## config.mk

```make
export PLATFORM = sky130hd
export DESIGN_NAME = vend_credit_changer
export DESIGN_NICKNAME = d
export VERILOG_FILES = /design/src/rtl/vend_credit_changer.sv
export SDC_FILE = /design/constraint.sdc
export NUM_CORES = 1
export LEC_CHECK = 0
export BUFFER_PORTS_ARGS = -buffer_cell sky130_fd_sc_hd__buf_4
export CAP_MARGIN = 30
export CORE_ASPECT_RATIO = 1.75
export CORE_MARGIN = 2
export CORE_UTILIZATION = 55
export CTS_CLUSTER_SIZE = 25
export DETAILED_ROUTE_END_ITERATION = 6
export GPL_TIMING_DRIVEN = 0
export PLACE_DENSITY = 0.87
export SYNTH_ARGS = -nofsm -noshare
export SYNTH_HDL_FRONTEND = slang
export SYNTH_SLANG_ARGS = --single-unit
export TNS_END_PERCENT = 1
```

## constraint.sdc

```tcl
create_clock -name clk -period 2.6 [get_ports clk]
set_input_delay 0.26 -clock clk [delete_from_list [all_inputs] [get_ports clk]]
set_output_delay 0.26 -clock clk [all_outputs]
set_load 0.03 [all_outputs]
```

## src/rtl/vend_credit_changer.sv

```systemverilog
// ---------------------------------------------------------------------------
// vend_credit_changer
//
// Sequential credit/change controller for the vending-machine datapath.
// Accumulates coin credit, checks a keypad selection against a price table,
// emits a one-cycle vend pulse and then pays the remaining credit back as
// change, greedily, one coin per dispenser handshake.
//
// Ports:
//   clk           rising-edge clock
//   reset         synchronous, active-high reset (discards all credit)
//   coin_valid    a coin was inserted this cycle
//   coin_value    value of the inserted coin
//   sel_valid     item selection request
//   sel_item      selected item index
//   cancel        refund request (honoured while collecting credit)
//   change_ready  coin dispenser accepts the offered change coin
//   vend_valid    one-cycle vend pulse
//   vend_item     item being vended (meaningful with vend_valid)
//   change_valid  a change coin is being offered
//   change_coin   denomination of the offered change coin
//   coin_reject   one-cycle pulse: inserted coin returned, not credited
//   sel_deny      one-cycle pulse: selection refused
//   credit        current credit
//   busy          high while vending or paying change
// ---------------------------------------------------------------------------
module vend_credit_changer #(
  parameter int CREDIT_W  = 6,
  parameter int NUM_ITEMS = 4,
  parameter int SEL_W     = 2,
  parameter logic [NUM_ITEMS*CREDIT_W-1:0] PRICES = {6'd1, 6'd2, 6'd3, 6'd4},
  parameter logic [CREDIT_W-1:0] DENOM_HI  = 6'd5,
  parameter logic [CREDIT_W-1:0] DENOM_MID = 6'd2,
  parameter logic [CREDIT_W-1:0] DENOM_LO  = 6'd1
) (
  input  logic                clk,
  input  logic                reset,
  input  logic                coin_valid,
  input  logic [CREDIT_W-1:0] coin_value,
  input  logic                sel_valid,
  input  logic [SEL_W-1:0]    sel_item,
  input  logic                cancel,
  input  logic                change_ready,
  output logic                vend_valid,
  output logic [SEL_W-1:0]    vend_item,
  output logic                change_valid,
  output logic [CREDIT_W-1:0] change_coin,
  output logic                coin_reject,
  output logic                sel_deny,
  output logic [CREDIT_W-1:0] credit,
  output logic                busy
);

  typedef enum logic [1:0] {
    ST_IDLE    = 2'd0,
    ST_COLLECT = 2'd1,
    ST_VEND    = 2'd2,
    ST_CHANGE  = 2'd3
  } state_t;

  state_t              state_reg;
  logic                vend_valid_reg;
  logic [SEL_W-1:0]    vend_item_reg;
  logic                change_valid_reg;
  logic [CREDIT_W-1:0] change_coin_reg;
  logic                coin_reject_reg;
  logic                sel_deny_reg;
  logic [CREDIT_W-1:0] credit_reg;
  logic                busy_reg;

  // -------------------------------------------------------------------------
  // Price table unpacked from the flat parameter, one entry per item.
  // -------------------------------------------------------------------------
  logic [CREDIT_W-1:0] price_table [NUM_ITEMS];

  for (genvar gi = 0; gi < NUM_ITEMS; gi++) begin : g_price
    assign price_table[gi] = PRICES[gi*CREDIT_W +: CREDIT_W];
  end

  // Largest change denomination not exceeding the amount still owed.
  function automatic logic [CREDIT_W-1:0] pick_coin(input logic [CREDIT_W-1:0] amount);
    if (amount >= DENOM_HI) begin
      return DENOM_HI;
    end else if (amount >= DENOM_MID) begin
      return DENOM_MID;
    end else if (amount >= DENOM_LO) begin
      return DENOM_LO;
    end
    return '0;
  endfunction

  // -------------------------------------------------------------------------
  // Datapath helpers, all derived from the current registered credit.
  // -------------------------------------------------------------------------
  logic                sel_in_range;
  logic [CREDIT_W-1:0] sel_price;
  logic                sel_affordable;
  logic [CREDIT_W:0]   coin_sum;
  logic                coin_fits;
  logic                coin_nonzero;
  logic [CREDIT_W-1:0] credit_after_pay;
  logic [CREDIT_W-1:0] offer_now;
  logic [CREDIT_W-1:0] offer_after_pay;

  assign sel_in_range   = int'(sel_item) < NUM_ITEMS;
  assign sel_price      = sel_in_range ? price_table[sel_item] : '0;
  // Affordability uses the credit held before any same-cycle coin.
  assign sel_affordable = sel_in_range && (credit_reg >= sel_price);

  // One extra bit catches a coin that would wrap the credit register.
  assign coin_sum     = {1'b0, credit_reg} + {1'b0, coin_value};
  assign coin_fits    = ~coin_sum[CREDIT_W];
  assign coin_nonzero = |coin_value;

  assign credit_after_pay = credit_reg - change_coin_reg;
  assign offer_now        = pick_coin(credit_reg);
  assign offer_after_pay  = pick_coin(credit_after_pay);

  // -------------------------------------------------------------------------
  // Controller: state and every output are registered here.
  // -------------------------------------------------------------------------
  always_ff @(posedge clk) begin
    if (reset) begin
      state_reg        <= ST_IDLE;
      vend_valid_reg   <= 1'b0;
      vend_item_reg    <= '0;
      change_valid_reg <= 1'b0;
      change_coin_reg  <= '0;
      coin_reject_reg  <= 1'b0;
      sel_deny_reg     <= 1'b0;
      credit_reg       <= '0;
      busy_reg         <= 1'b0;
    end else begin
      // Pulse outputs default low so they last exactly one cycle.
      vend_valid_reg  <= 1'b0;
      coin_reject_reg <= 1'b0;
      sel_deny_reg    <= 1'b0;

      case (state_reg)
        ST_IDLE: begin
          // Nothing is ever affordable from zero credit.
          if (sel_valid) begin
            sel_deny_reg <= 1'b1;
          end
          if (coin_valid && coin_nonzero) begin
            if (coin_fits) begin
              credit_reg <= coin_sum[CREDIT_W-1:0];
              state_reg  <= ST_COLLECT;
            end else begin
              coin_reject_reg <= 1'b1;
            end
          end
        end

        ST_COLLECT: begin
          if (cancel) begin
            // Refund wins over everything; a concurrent coin is handed back.
            coin_reject_reg  <= coin_valid;
            state_reg        <= ST_CHANGE;
            busy_reg         <= 1'b1;
            change_valid_reg <= 1'b1;
            change_coin_reg  <= offer_now;
          end else if (sel_valid && sel_affordable) begin
            coin_reject_reg <= coin_valid;
            state_reg       <= ST_VEND;
            busy_reg        <= 1'b1;
            vend_valid_reg  <= 1'b1;
            vend_item_reg   <= sel_item;
            credit_reg      <= credit_reg - sel_price;
          end else begin
            // A denied selection does not block a coin in the same cycle.
            if (sel_valid) begin
              sel_deny_reg <= 1'b1;
            end
            if (coin_valid && coin_nonzero) begin
              if (coin_fits) begin
                credit_reg <= coin_sum[CREDIT_W-1:0];
              end else begin
                coin_reject_reg <= 1'b1;
              end
            end
          end
        end

        ST_VEND: begin
          coin_reject_reg <= coin_valid;
          if (credit_reg != '0) begin
            state_reg        <= ST_CHANGE;
            change_valid_reg <= 1'b1;
            change_coin_reg  <= offer_now;
          end else begin
            state_reg <= ST_IDLE;
            busy_reg  <= 1'b0;
          end
        end

        ST_CHANGE: begin
          coin_reject_reg <= coin_valid;
          // Offer is held until the dispenser takes it, then recomputed
          // from what is still owed.
          if (change_ready) begin
            credit_reg <= credit_after_pay;
            if (credit_after_pay == '0) begin
              state_reg        <= ST_IDLE;
              busy_reg         <= 1'b0;
              change_valid_reg <= 1'b0;
              change_coin_reg  <= '0;
            end else begin
              change_coin_reg <= offer_after_pay;
            end
          end
        end

        default: begin
          state_reg <= ST_IDLE;
        end
      endcase
    end
  end

  assign vend_valid   = vend_valid_reg;
  assign vend_item    = vend_item_reg;
  assign change_valid = change_valid_reg;
  assign change_coin  = change_coin_reg;
  assign coin_reject  = coin_reject_reg;
  assign sel_deny     = sel_deny_reg;
  assign credit       = credit_reg;
  assign busy         = busy_reg;

endmodule

```

==> metrics.txt, run 1 <==
# TYPE chip_impl_metric gauge
chip_impl_metric{name="global_route_wire_length_before_repair",unit="µm"} 7700
chip_impl_metric{name="synth_enable_flop_cells",unit=""} 0
chip_impl_info{name="hold_path.class",value="input pin to flip-flop"} 1
chip_impl_metric{name="synth_area",unit="µm²"} 1692
chip_impl_info{name="tritoncts",value="yes"} 1
chip_impl_metric{name="min_path_cells",unit=""} 3
chip_impl_metric{name="grt_antenna_before_repair",unit=""} 0
chip_impl_metric{name="die_x",unit="µm"} 45.92
chip_impl_metric{name="floorplan.die_area",unit="µm²"} 3553
chip_impl_metric{name="routed_via_density",unit=""} 6.473
chip_impl_info{name="cell_types_with_the_highest_counts_after_synthesis",value="20 x nor2_1, 18 x a21oi_1, 18 x dfxtp_1, 14 x inv_1, 13 x ha_1"} 1
chip_impl_metric{name="clockBufferDepth",unit=""} 2
chip_impl_metric{name="fillerInstances",unit=""} 243
chip_impl_metric{name="min_period",unit="ps"} 2502
chip_impl_metric{name="synthArstFlopShare",unit="%"} 0
chip_impl_info{name="netlist.top_cell.by_area",value="dfxtp_1"} 1
chip_impl_metric{name="clock_sink_count",unit=""} 18
chip_impl_info{name="setup_repair_after_global_routing_missed_its_margin",value="yes"} 1
chip_impl_metric{name="drt-initial-drc-count",unit=""} 75
chip_impl_metric{name="largest_register_ffs",unit=""} 6
chip_impl_metric{name="ys_seq_area_share",unit="%"} 21.30
chip_impl_metric{name="cts.clk_slew.worst_paths",unit="ps"} 80
chip_impl_metric{name="powerDensity",unit="nW/µm²"} 1354
chip_impl_metric{name="drt_drc_violations_left",unit=""} 0
chip_impl_metric{name="floorplan.io_pins",unit=""} 33
chip_impl_metric{name="leakagePower",unit="nW"} 0.8802
chip_impl_metric{name="grt_pass1_vias",unit=""} 1627
chip_impl_metric{name="synth_warnings",unit=""} 0
chip_impl_metric{name="floorplan.core_area",unit="µm²"} 2928
chip_impl_metric{name="worst-path-max-fanout",unit=""} 6
chip_impl_metric{name="pwr_total",unit="mW"} 2.798
chip_impl_info{name="clock_tree.root_cell",value="clkbuf_8"} 1
chip_impl_info{name="synth.area.top_cells",value="dfxtp_1 21%, ha_1 9.6%, a21oi_1 5.3%"} 1
chip_impl_metric{name="hold_buffers",unit=""} 0
chip_impl_metric{name="track_usage",unit="%"} 28.94
chip_impl_metric{name="worst_pin_slew",unit="ps"} 577.7
chip_impl_metric{name="globalplace.congestion",unit=""} 0.8935
chip_impl_metric{name="antenna_cells",unit=""} 0
chip_impl_metric{name="final_layout_size_suffix_gt1_share",unit="%"} 24.49
chip_impl_metric{name="max_clock_freq",unit="MHz"} 399.6
chip_impl_metric{name="place.detailed.hpwl",unit="µm"} 3413
chip_impl_metric{name="finalSetupViolations",unit=""} 0
chip_impl_info{name="postSynth.topFlopCell",value="dfxtp_1"} 1
chip_impl_metric{name="grt_start_max_net_pins",unit=""} 13
chip_impl_metric{name="drt-pass1-iter-count",unit=""} 5
chip_impl_info{name="worst_setup_path_start_kind",value="flip-flop"} 1
chip_impl_metric{name="wl",unit="µm"} 4592
chip_impl_metric{name="start_util",unit="%"} 57.78
chip_impl_metric{name="detailed_place.area",unit="µm²"} 1944
chip_impl_metric{name="via_count",unit=""} 1767
chip_impl_metric{name="critical_path_arrival",unit="ps"} 2630
chip_impl_metric{name="r2r_cells",unit=""} 9
chip_impl_metric{name="detail_route.wl_per_cell",unit="µm"} 16.82
chip_impl_metric{name="synthesis.instances",unit=""} 209
chip_impl_metric{name="fin_area",unit="µm²"} 2066
chip_impl_metric{name="clock_tree.htree_level_count",unit=""} 1
chip_impl_metric{name="final_hold_viol_count",unit=""} 0
chip_impl_metric{name="count_of_state_elements_after_synthesis",unit=""} 18
chip_impl_info{name="end_kind",value="flip-flop"} 1
chip_impl_metric{name="die-height",unit="µm"} 77.37
chip_impl_metric{name="worst_skew_pair.late_latency",unit="ps"} 260
chip_impl_metric{name="port-buffer-count",unit=""} 28
chip_impl_metric{name="number_of_distinct_standard_cells_referenced_by_the_synthesized_netlist",unit=""} 59
chip_impl_metric{name="drt.antenna.violating_nets",unit=""} 0
chip_impl_metric{name="rrSetupSlack",unit="ps"} 100
chip_impl_metric{name="design.final.nets",unit=""} 276
chip_impl_info{name="timing.setup.critical_path_class",value="flip-flop to flip-flop"} 1
chip_impl_info{name="status",value="finished, final reports clean"} 1
chip_impl_metric{name="postSynthAreaPerCell",unit="µm²"} 8.094
chip_impl_metric{name="vdd.ir_drop.worst",unit="µV"} 801.2
chip_impl_metric{name="yosysTopAreaCellShare",unit="%"} 21.30
chip_impl_metric{name="max_cap_viol_count",unit=""} 0
chip_impl_metric{name="worst_clock_skew",unit="ps"} 3.983
chip_impl_metric{name="maxSlewViolCount",unit=""} 0
chip_impl_metric{name="timing.final.crit_share",unit="%"} 96.24
chip_impl_metric{name="cts-buffers-inserted",unit=""} 3
chip_impl_metric{name="cp.required",unit="ps"} 2730
chip_impl_metric{name="area_growth_syn_to_layout",unit="%"} 22.12
chip_impl_metric{name="row_count",unit=""} 26
chip_impl_metric{name="globalRouteOverflowTotal",unit=""} 0
chip_impl_metric{name="max-slew-margin-rel",unit="%"} 61.48
chip_impl_info{name="yosys.cell_count.top_type",value="nor2_1"} 1
==> placed cells by master (no fill, tap or decap), types with 4 or more instances in the layout <==
| cell | n |
|---|---|
| nor2_1 | 20 |
| o21ai_0 | 7 |
| mux2i_1 | 5 |
| dfxtp_1 | 16 |
| clkbuf_8 | 4 |
| a311oi_1 | 5 |
| nor3_1 | 5 |
| ha_1 | 12 |
| and3_1 | 4 |
| buf_4 | 34 |
| inv_1 | 13 |
| a211oi_1 | 4 |
| o21ai_1 | 5 |
| nand2_1 | 10 |
| a21oi_1 | 18 |
| xor2_1 | 5 |
==> repair_timing <==
action,in CTS,in global routing
setup endpoints to repair,8,14
resized for setup,4,11
buffers inserted,1,1
pin swaps,2,7
==> worst paths after layout <==
check,endpoint,startpoint
setup / recovery,coin_reject,credit[0]
hold / removal,vend_item[1],sel_item[1]
setup reg to reg,coin_reject,credit[0]
hold reg to reg,change_coin[2],change_coin[2]
==> kinds of logic after synthesis <==
logic type,share of synthesized area (%)
fa+ha+maj,13.17
xor+xnor,4.142
compound gates,31.81
buf+inv,7.100
mux,3.624
other cells,0.2217
simple gates,18.64
flops,21.30
==> report_power, final <==
part           internal, mW  total [mW]  leakage [nW]  switching (mW)
Combinational         0.837        2.04         0.703            1.20
Sequential            0.373       0.514         0.149           0.141
Clock                 0.135       0.245        0.0288           0.110
Total                  1.35        2.80         0.880            1.45
==> area by class of cell <==
| class | instances | area, µm² | share of cell area (%) |
|---|---|---|---|
| repair buffers | 30 | 225.2 | 10.90 |
| clock buffers | 4 | 55.05 | 2.665 |
| plain buffers | 12 | 65.06 | 3.150 |
| flip-flops and latches | 18 | 365.4 | 17.69 |
| inverters | 15 | 56.30 | 2.726 |
| multi-input cells | 166 | 1264 | 61.17 |
| well taps | 28 | 35.03 | 1.696 |
==> metal layers <==
layer / up-vias / GRT usage (%) / wire (µm)
met5: - / 0 / 0
met3: 14 / 3.488 / 271
met4: 0 / 17.14 / 197
li1: 851 / - / -
met1: 815 / 34.73 / 1668
met2: 87 / 46.53 / 2455
==> critical path, cell delays in order (launching register included) <==
cell and delay (ps):
dfxtp_4 370, inv_2 80, ha_4 140, inv_1 60, fa_2 380, a2111oi_4 500
a31oi_4 200, or2_1 290, a211oi_1 270, nor3b_1 70
==> metrics by stage <==
stage	util (%)	setup slack (ps)	TNS, ps	hold WS, ps	cells
floorplan	-	56.11	0	407.2	211
global placement	66.41	-119.6	-523.6	478.2	267
detailed placement	66.41	-207.5	-906.8	486.3	267
CTS	69.23	36.71	0	250.3	272
global route	70.56	-24.81	-45.21	262.9	273
finish	70.56	97.69	0	244.3	273
Power figures use the tool's default switching activity.
==> inputs of run 2 (changes only) <==
--- a/config.mk
+++ b/config.mk
@@ -9,11 +9,11 @@
 export CAP_MARGIN = 30
 export CORE_ASPECT_RATIO = 1.75
 export CORE_MARGIN = 2
-export CORE_UTILIZATION = 55
+export CORE_UTILIZATION = 60
 export CTS_CLUSTER_SIZE = 25
 export DETAILED_ROUTE_END_ITERATION = 6
 export GPL_TIMING_DRIVEN = 0
-export PLACE_DENSITY = 0.87
+export PLACE_DENSITY = 0.93
 export SYNTH_ARGS = -nofsm -noshare
 export SYNTH_HDL_FRONTEND = slang
 export SYNTH_SLANG_ARGS = --single-unit
==> constraint.sdc (replaced) <==
create_clock -name clk -period 2.9 [get_ports clk]
set_input_delay 0.29 -clock clk [delete_from_list [all_inputs] [get_ports clk]]
set_output_delay 0.29 -clock clk [all_outputs]
set_load 0.03 [all_outputs]
==> metrics.txt, run 2 (synthesis results as in run 1) <==
# TYPE chip_impl_metric gauge
chip_impl_info{name="status",value="finished, final reports clean"} 1
chip_impl_metric{name="vdd.ir_drop.worst",unit="µV"} 726.6
chip_impl_metric{name="clockBufferDepth",unit=""} 2
chip_impl_metric{name="max_cap_viol_count",unit=""} 0
chip_impl_metric{name="worst_pin_slew",unit="ps"} 578.8
chip_impl_metric{name="critical-path-max-stage-delay",unit="ps"} 470
chip_impl_metric{name="floorplan.core_area",unit="µm²"} 2690
chip_impl_metric{name="floorplan.die_area",unit="µm²"} 3277
chip_impl_info{name="beginning_of_the_worst_register_to_register_path",value="credit[0]"} 1
chip_impl_info{name="worst_hold_end",value="vend_item[1]"} 1
chip_impl_info{name="clock_tree.root_cell",value="clkbuf_8"} 1
chip_impl_metric{name="largest_register_ffs",unit=""} 6
chip_impl_metric{name="die-height",unit="µm"} 74.24
chip_impl_info{name="layout.cells.most_common",value="buf_4"} 1
chip_impl_metric{name="min_period",unit="ps"} 2665
chip_impl_metric{name="routed_via_density",unit=""} 6.498
chip_impl_info{name="layout_common_cells",value="32 x buf_4, 20 x nor2_1, 18 x a21oi_1, 18 x dfxtp_1, 14 x inv_1"} 1
chip_impl_metric{name="detail_route.wl_per_cell",unit="µm"} 17.31
chip_impl_info{name="endpoint_of_the_worst_register_to_register_path",value="credit[4]"} 1
chip_impl_info{name="cp_common_cell",value="inv_1"} 1
chip_impl_metric{name="design.final.nets",unit=""} 274
chip_impl_metric{name="max_clock_freq",unit="MHz"} 375.2
chip_impl_metric{name="fillerInstances",unit=""} 209
chip_impl_metric{name="wl",unit="µm"} 4657
chip_impl_metric{name="grt_start_max_net_pins",unit=""} 13
chip_impl_metric{name="track_usage",unit="%"} 31.76
chip_impl_metric{name="min_path_cells",unit=""} 3
chip_impl_metric{name="post-cts-setup-buffers",unit=""} 0
chip_impl_info{name="timing.setup.critical_path_class",value="flip-flop to flip-flop"} 1
chip_impl_metric{name="worst_clock_skew",unit="ps"} 4.543
chip_impl_metric{name="row_count",unit=""} 25
chip_impl_metric{name="maxSlewViolCount",unit=""} 0
chip_impl_metric{name="timing.final.crit_share",unit="%"} 91.90
chip_impl_info{name="end_kind",value="flip-flop"} 1
chip_impl_info{name="hold_path.class",value="input pin to flip-flop"} 1
chip_impl_metric{name="place.detailed.hpwl",unit="µm"} 3413
chip_impl_info{name="worst_setup_path_start_kind",value="flip-flop"} 1
chip_impl_metric{name="leakagePower",unit="nW"} 0.8487
chip_impl_metric{name="drt_drc_violations_left",unit=""} 0
chip_impl_metric{name="final_hold_viol_count",unit=""} 0
chip_impl_metric{name="globalplace.congestion",unit=""} 0.9275
chip_impl_metric{name="max-slew-margin-rel",unit="%"} 61.13
chip_impl_metric{name="start_util",unit="%"} 62.88
chip_impl_info{name="crit_path_top_delay_cell",value="fa_1"} 1
chip_impl_metric{name="r2r_cells",unit=""} 10
chip_impl_metric{name="port-buffer-count",unit=""} 28
chip_impl_metric{name="critical_path_arrival",unit="ps"} 2850
chip_impl_metric{name="antenna_cells",unit=""} 0
chip_impl_metric{name="powerDensity",unit="nW/µm²"} 1204
chip_impl_metric{name="cp.required",unit="ps"} 3090
chip_impl_metric{name="drt-pass1-iter-count",unit=""} 5
chip_impl_metric{name="finalSetupTns",unit="ps"} 0
chip_impl_metric{name="finalSetupViolations",unit=""} 0
chip_impl_info{name="timing.critical_path.cells",value="inv_1 -> ha_1 -> inv_1 -> fa_1 -> a2111oi_4 -> a31oi_4 -> o21ai_2 -> nor3b_1 -> o21ai_1 -> a21oi_1"} 1
chip_impl_metric{name="worst_skew_pair.late_latency",unit="ps"} 260
chip_impl_metric{name="final_layout_size_suffix_gt1_share",unit="%"} 19.42
chip_impl_metric{name="cts-buffers-inserted",unit=""} 3
chip_impl_metric{name="floorplan.io_pins",unit=""} 33
chip_impl_metric{name="clock_sink_count",unit=""} 18
chip_impl_info{name="min_from",value="sel_item[1]"} 1
chip_impl_metric{name="rrSetupSlack",unit="ps"} 230
chip_impl_metric{name="drt-initial-drc-count",unit=""} 70
chip_impl_metric{name="drt.antenna.violating_nets",unit=""} 0
chip_impl_metric{name="worst-path-max-fanout",unit=""} 6
chip_impl_metric{name="grt_pass1_vias",unit=""} 1642
chip_impl_metric{name="globalRouteOverflowTotal",unit=""} 0
chip_impl_metric{name="grt_antenna_before_repair",unit=""} 0
chip_impl_metric{name="clock_tree.htree_level_count",unit=""} 1
chip_impl_metric{name="via_count",unit=""} 1748
chip_impl_metric{name="multi_input_gate_area_in_the_final_layout",unit="µm²"} 1219
chip_impl_metric{name="cts.clk_slew.worst_paths",unit="ps"} 80
chip_impl_metric{name="global_route_wire_length_before_repair",unit="µm"} 7748
chip_impl_info{name="tritoncts",value="yes"} 1
chip_impl_metric{name="cts_resized",unit=""} 0
chip_impl_metric{name="final_util",unit="%"} 73.77
chip_impl_metric{name="storage_element_area",unit="µm²"} 360.3
chip_impl_metric{name="area_growth_syn_to_layout",unit="%"} 17.31
chip_impl_metric{name="die_x",unit="µm"} 44.14
chip_impl_info{name="setup_repair_after_global_routing_missed_its_margin",value="no"} 1
chip_impl_metric{name="hold_buffers",unit=""} 0
## run 2: cell type report
type | count | share of cell area (%)
Sequential cell | 18 | 18.16
Inverter | 15 | 2.837
Multi-Input combinational cell | 166 | 61.41
Tap cell | 27 | 1.702
Clock buffer | 3 | 2.081
Buffer | 12 | 3.216
Timing Repair Buffer | 28 | 10.59
## run 2: through the flow
step                      power (mW)  setup slack (ps)  hold WS, ps  instance area (µm²)  instances
after floorplan                1.737             356.1        437.2                 1699        211
after global placement         2.103             150.1        479.3                 1943        266
after detailed placement       2.155             167.0        486.8                 1943        266
after CTS                      2.358             191.3        282.8                 1984        269
after global routing           2.587             22.49        310.4                 1984        269
final                          2.390             234.9        277.6                 1984        269
## run 2: worst max-delay path by stage
stage	start	endpoint	slack, ps	depth (start not counted)
after global routing	credit[0]	credit[0]	20	9
after CTS	credit[0]	credit[4]	190	10
final	credit[0]	credit[4]	230	10
after detailed placement	sel_item[0]	credit[0]	170	10
after floorplan	credit[0]	credit[5]	360	10
after global placement	sel_item[0]	credit[2]	150	10
## run 2: power by group
part / switching [mW] / internal [mW] / leakage (nW)
Combinational: 1.06 / 0.690 / 0.680
Sequential: 0.125 / 0.329 / 0.148
Clock: 0.0952 / 0.0928 / 0.0216
Total: 1.28 / 1.11 / 0.849
## run 2: routing by layer
| metal | up-vias | GRT usage (%) | wire (µm) |
|---|---|---|---|
| met5 | - | 0 | 0 |
| met2 | 87 | 56.70 | 2551 |
| met1 | 803 | 35.11 | 1727 |
| met4 | 0 | 17.51 | 153 |
| li1 | 845 | - | - |
| met3 | 13 | 4.126 | 225 |
## run 2: worst max-delay path, delay by kind of cell (launching register included)
kind | cells | cell delay (ps)
compound gates | 5 | 1150
fa+ha+maj | 2 | 670
flops | 1 | 370
simple gates | 1 | 220
buf+inv | 2 | 180
==> inputs of run 3 (changes only) <==
--- a/config.mk
+++ b/config.mk
@@ -9,11 +9,11 @@
 export CAP_MARGIN = 30
 export CORE_ASPECT_RATIO = 1.75
 export CORE_MARGIN = 2
-export CORE_UTILIZATION = 60
+export CORE_UTILIZATION = 55
 export CTS_CLUSTER_SIZE = 25
 export DETAILED_ROUTE_END_ITERATION = 6
 export GPL_TIMING_DRIVEN = 0
-export PLACE_DENSITY = 0.93
+export PLACE_DENSITY = 0.87
 export SYNTH_ARGS = -nofsm -noshare
 export SYNTH_HDL_FRONTEND = slang
 export SYNTH_SLANG_ARGS = --single-unit
==> constraint.sdc (replaced) <==
create_clock -name clk -period 2.7 [get_ports clk]
set_input_delay 0.27 -clock clk [delete_from_list [all_inputs] [get_ports clk]]
set_output_delay 0.27 -clock clk [all_outputs]
set_load 0.03 [all_outputs]
==> metrics.txt, run 3 (synthesis results as in run 1) <==
# TYPE chip_impl_metric gauge
chip_impl_info{name="status",value="finished, final reports clean"} 1
chip_impl_metric{name="via_count",unit=""} 1751
chip_impl_metric{name="cts-buffers-inserted",unit=""} 3
chip_impl_metric{name="drt.antenna.violating_nets",unit=""} 0
chip_impl_metric{name="clock_sink_count",unit=""} 18
chip_impl_metric{name="grt_start_max_net_pins",unit=""} 13
chip_impl_metric{name="finalSetupTns",unit="ps"} 0
chip_impl_metric{name="row_count",unit=""} 26
chip_impl_metric{name="start_util",unit="%"} 57.78
chip_impl_metric{name="design.final.nets",unit=""} 276
chip_impl_metric{name="critical_path_arrival",unit="ps"} 2640
chip_impl_info{name="clock_tree.root_cell",value="clkbuf_8"} 1
chip_impl_metric{name="layout.cells.non_filler",unit=""} 273
chip_impl_metric{name="port-buffer-count",unit=""} 28
chip_impl_metric{name="track_usage",unit="%"} 28.81
chip_impl_metric{name="hold_buffers",unit=""} 0
chip_impl_metric{name="vdd.ir_drop.worst",unit="µV"} 792.9
chip_impl_info{name="end_kind",value="flip-flop"} 1
chip_impl_metric{name="cp.required",unit="ps"} 2830
chip_impl_metric{name="worst_skew_pair.late_latency",unit="ps"} 260
chip_impl_metric{name="placed_cells",unit=""} 267
chip_impl_info{name="layout.cells.most_common",value="buf_4"} 1
chip_impl_metric{name="routed_via_density",unit=""} 6.414
chip_impl_metric{name="cts.clk_slew.worst_paths",unit="ps"} 80
chip_impl_metric{name="floorplan.core_area",unit="µm²"} 2928
chip_impl_metric{name="finalSetupViolations",unit=""} 0
chip_impl_metric{name="worst_pin_slew",unit="ps"} 544.1
chip_impl_info{name="tritoncts",value="yes"} 1
chip_impl_metric{name="timing.final.crit_share",unit="%"} 92.77
chip_impl_metric{name="globalRouteOverflowTotal",unit=""} 0
chip_impl_metric{name="drt-pass1-iter-count",unit=""} 4
chip_impl_metric{name="area_growth_syn_to_layout",unit="%"} 20.86
chip_impl_metric{name="largest_register_ffs",unit=""} 6
chip_impl_metric{name="drt_drc_violations_left",unit=""} 0
chip_impl_metric{name="clockBufferDepth",unit=""} 2
chip_impl_metric{name="drt-initial-drc-count",unit=""} 66
chip_impl_metric{name="final_hold_viol_count",unit=""} 0
chip_impl_metric{name="worst_clock_skew",unit="ps"} 6.451
chip_impl_metric{name="detail_route.wl_per_cell",unit="µm"} 16.46
chip_impl_metric{name="die-height",unit="µm"} 77.37
chip_impl_metric{name="max_clock_freq",unit="MHz"} 399.2
chip_impl_metric{name="global_route_wire_length_before_repair",unit="µm"} 7659
chip_impl_metric{name="globalplace.congestion",unit=""} 0.8935
chip_impl_metric{name="min_period",unit="ps"} 2505
chip_impl_metric{name="place.detailed.hpwl",unit="µm"} 3413
chip_impl_metric{name="wl",unit="µm"} 4493
chip_impl_metric{name="powerDensity",unit="nW/µm²"} 1289
chip_impl_metric{name="max-slew-margin-rel",unit="%"} 63.72
chip_impl_metric{name="maxSlewViolCount",unit=""} 0
chip_impl_metric{name="leakagePower",unit="nW"} 0.8688
chip_impl_info{name="timing.setup.critical_path_class",value="flip-flop to flip-flop"} 1
chip_impl_info{name="hold_path.class",value="input pin to flip-flop"} 1
chip_impl_metric{name="max_cap_viol_count",unit=""} 0
chip_impl_metric{name="grt_pass1_vias",unit=""} 1636
chip_impl_info{name="layout_common_cells",value="34 x buf_4, 20 x nor2_1, 18 x a21oi_1"} 1
chip_impl_metric{name="worst-path-max-fanout",unit=""} 10
chip_impl_metric{name="grt_antenna_before_repair",unit=""} 0
chip_impl_metric{name="fillerInstances",unit=""} 246
chip_impl_metric{name="final_layout_size_suffix_gt1_share",unit="%"} 22.86
chip_impl_metric{name="clock_tree.htree_level_count",unit=""} 1
chip_impl_metric{name="antenna_cells",unit=""} 0
chip_impl_metric{name="die_x",unit="µm"} 45.92
chip_impl_metric{name="floorplan.io_pins",unit=""} 33
chip_impl_info{name="worst_setup_path_start_kind",value="flip-flop"} 1
chip_impl_metric{name="floorplan.die_area",unit="µm²"} 3553
## run 3: routing by layer
layer | vias up | global-route usage [%] | share of wire, %
li1 | 853 | - | -
met1 | 813 | 34.30 | 37
met2 | 75 | 46.11 | 54
met3 | 10 | 3.488 | 5.2
met4 | 0 | 18.00 | 3.5
met5 | - | 0 | 0
## run 3: final timing paths
| check | startpoint | endpoint | slack, ps | cells past startpoint |
|---|---|---|---|---|
| worst max-delay path | credit[0] | credit[5] | 200 | 9 |
| worst max register to register | credit[0] | credit[5] | 200 | 9 |
| worst min register to register | change_coin[2] | change_coin[2] | 490 | 2 |
| worst min-delay path | sel_item[1] | vend_item[1] | 250 | 3 |
## run 3: timing repair
item	CTS	global route
setup endpoints to repair	5	6
buffers inserted	1	1
gates resized for setup	1	7
pin swaps	1	5
## run 3: area by class of cell
cell class	instances	area [µm²]	share of cell area, %
Multi-Input combinational cell	166	1246	60.95
Inverter	15	56.30	2.754
Clock buffer	4	55.05	2.693
Buffer	12	63.81	3.121
Sequential cell	18	362.8	17.75
Timing Repair Buffer	30	225.2	11.02
Tap cell	28	35.03	1.714
## run 3: report_power, final
group          total [mW]  switching [mW]  internal [mW]
sequential          0.493           0.136          0.357
combinational        1.91            1.13          0.780
clock               0.232           0.102          0.130
total                2.64            1.37           1.27
## run 3: per-stage QoR
| step | area [µm²] | util [%] | total power [mW] | hold slack [ps] | setup WS (ps) |
|---|---|---|---|---|---|
| finish | 2044 | 69.83 | 2.635 | 254.7 | 195.2 |
| global route | 2044 | 69.83 | 2.880 | 273.6 | -4.827 |
| CTS | 2014 | 68.80 | 2.574 | 260.3 | 40.20 |
| detailed placement | 1944 | 66.41 | 2.307 | 486.3 | -117.5 |
| global placement | 1944 | 66.41 | 2.266 | 478.2 | -29.59 |
| floorplan | 1699 | - | 1.866 | 417.2 | 156.1 |
## run 3: critical path, stage by stage (launching register included)
cell	delay, ps
dfxtp_2	370
ha_1	230
fa_1	400
a21o_1	190
and4_1	210
nand4b_1	220
clkbuf_1	280
a2bb2oi_1	230
o21ai_0	100
o2bb2ai_1	140
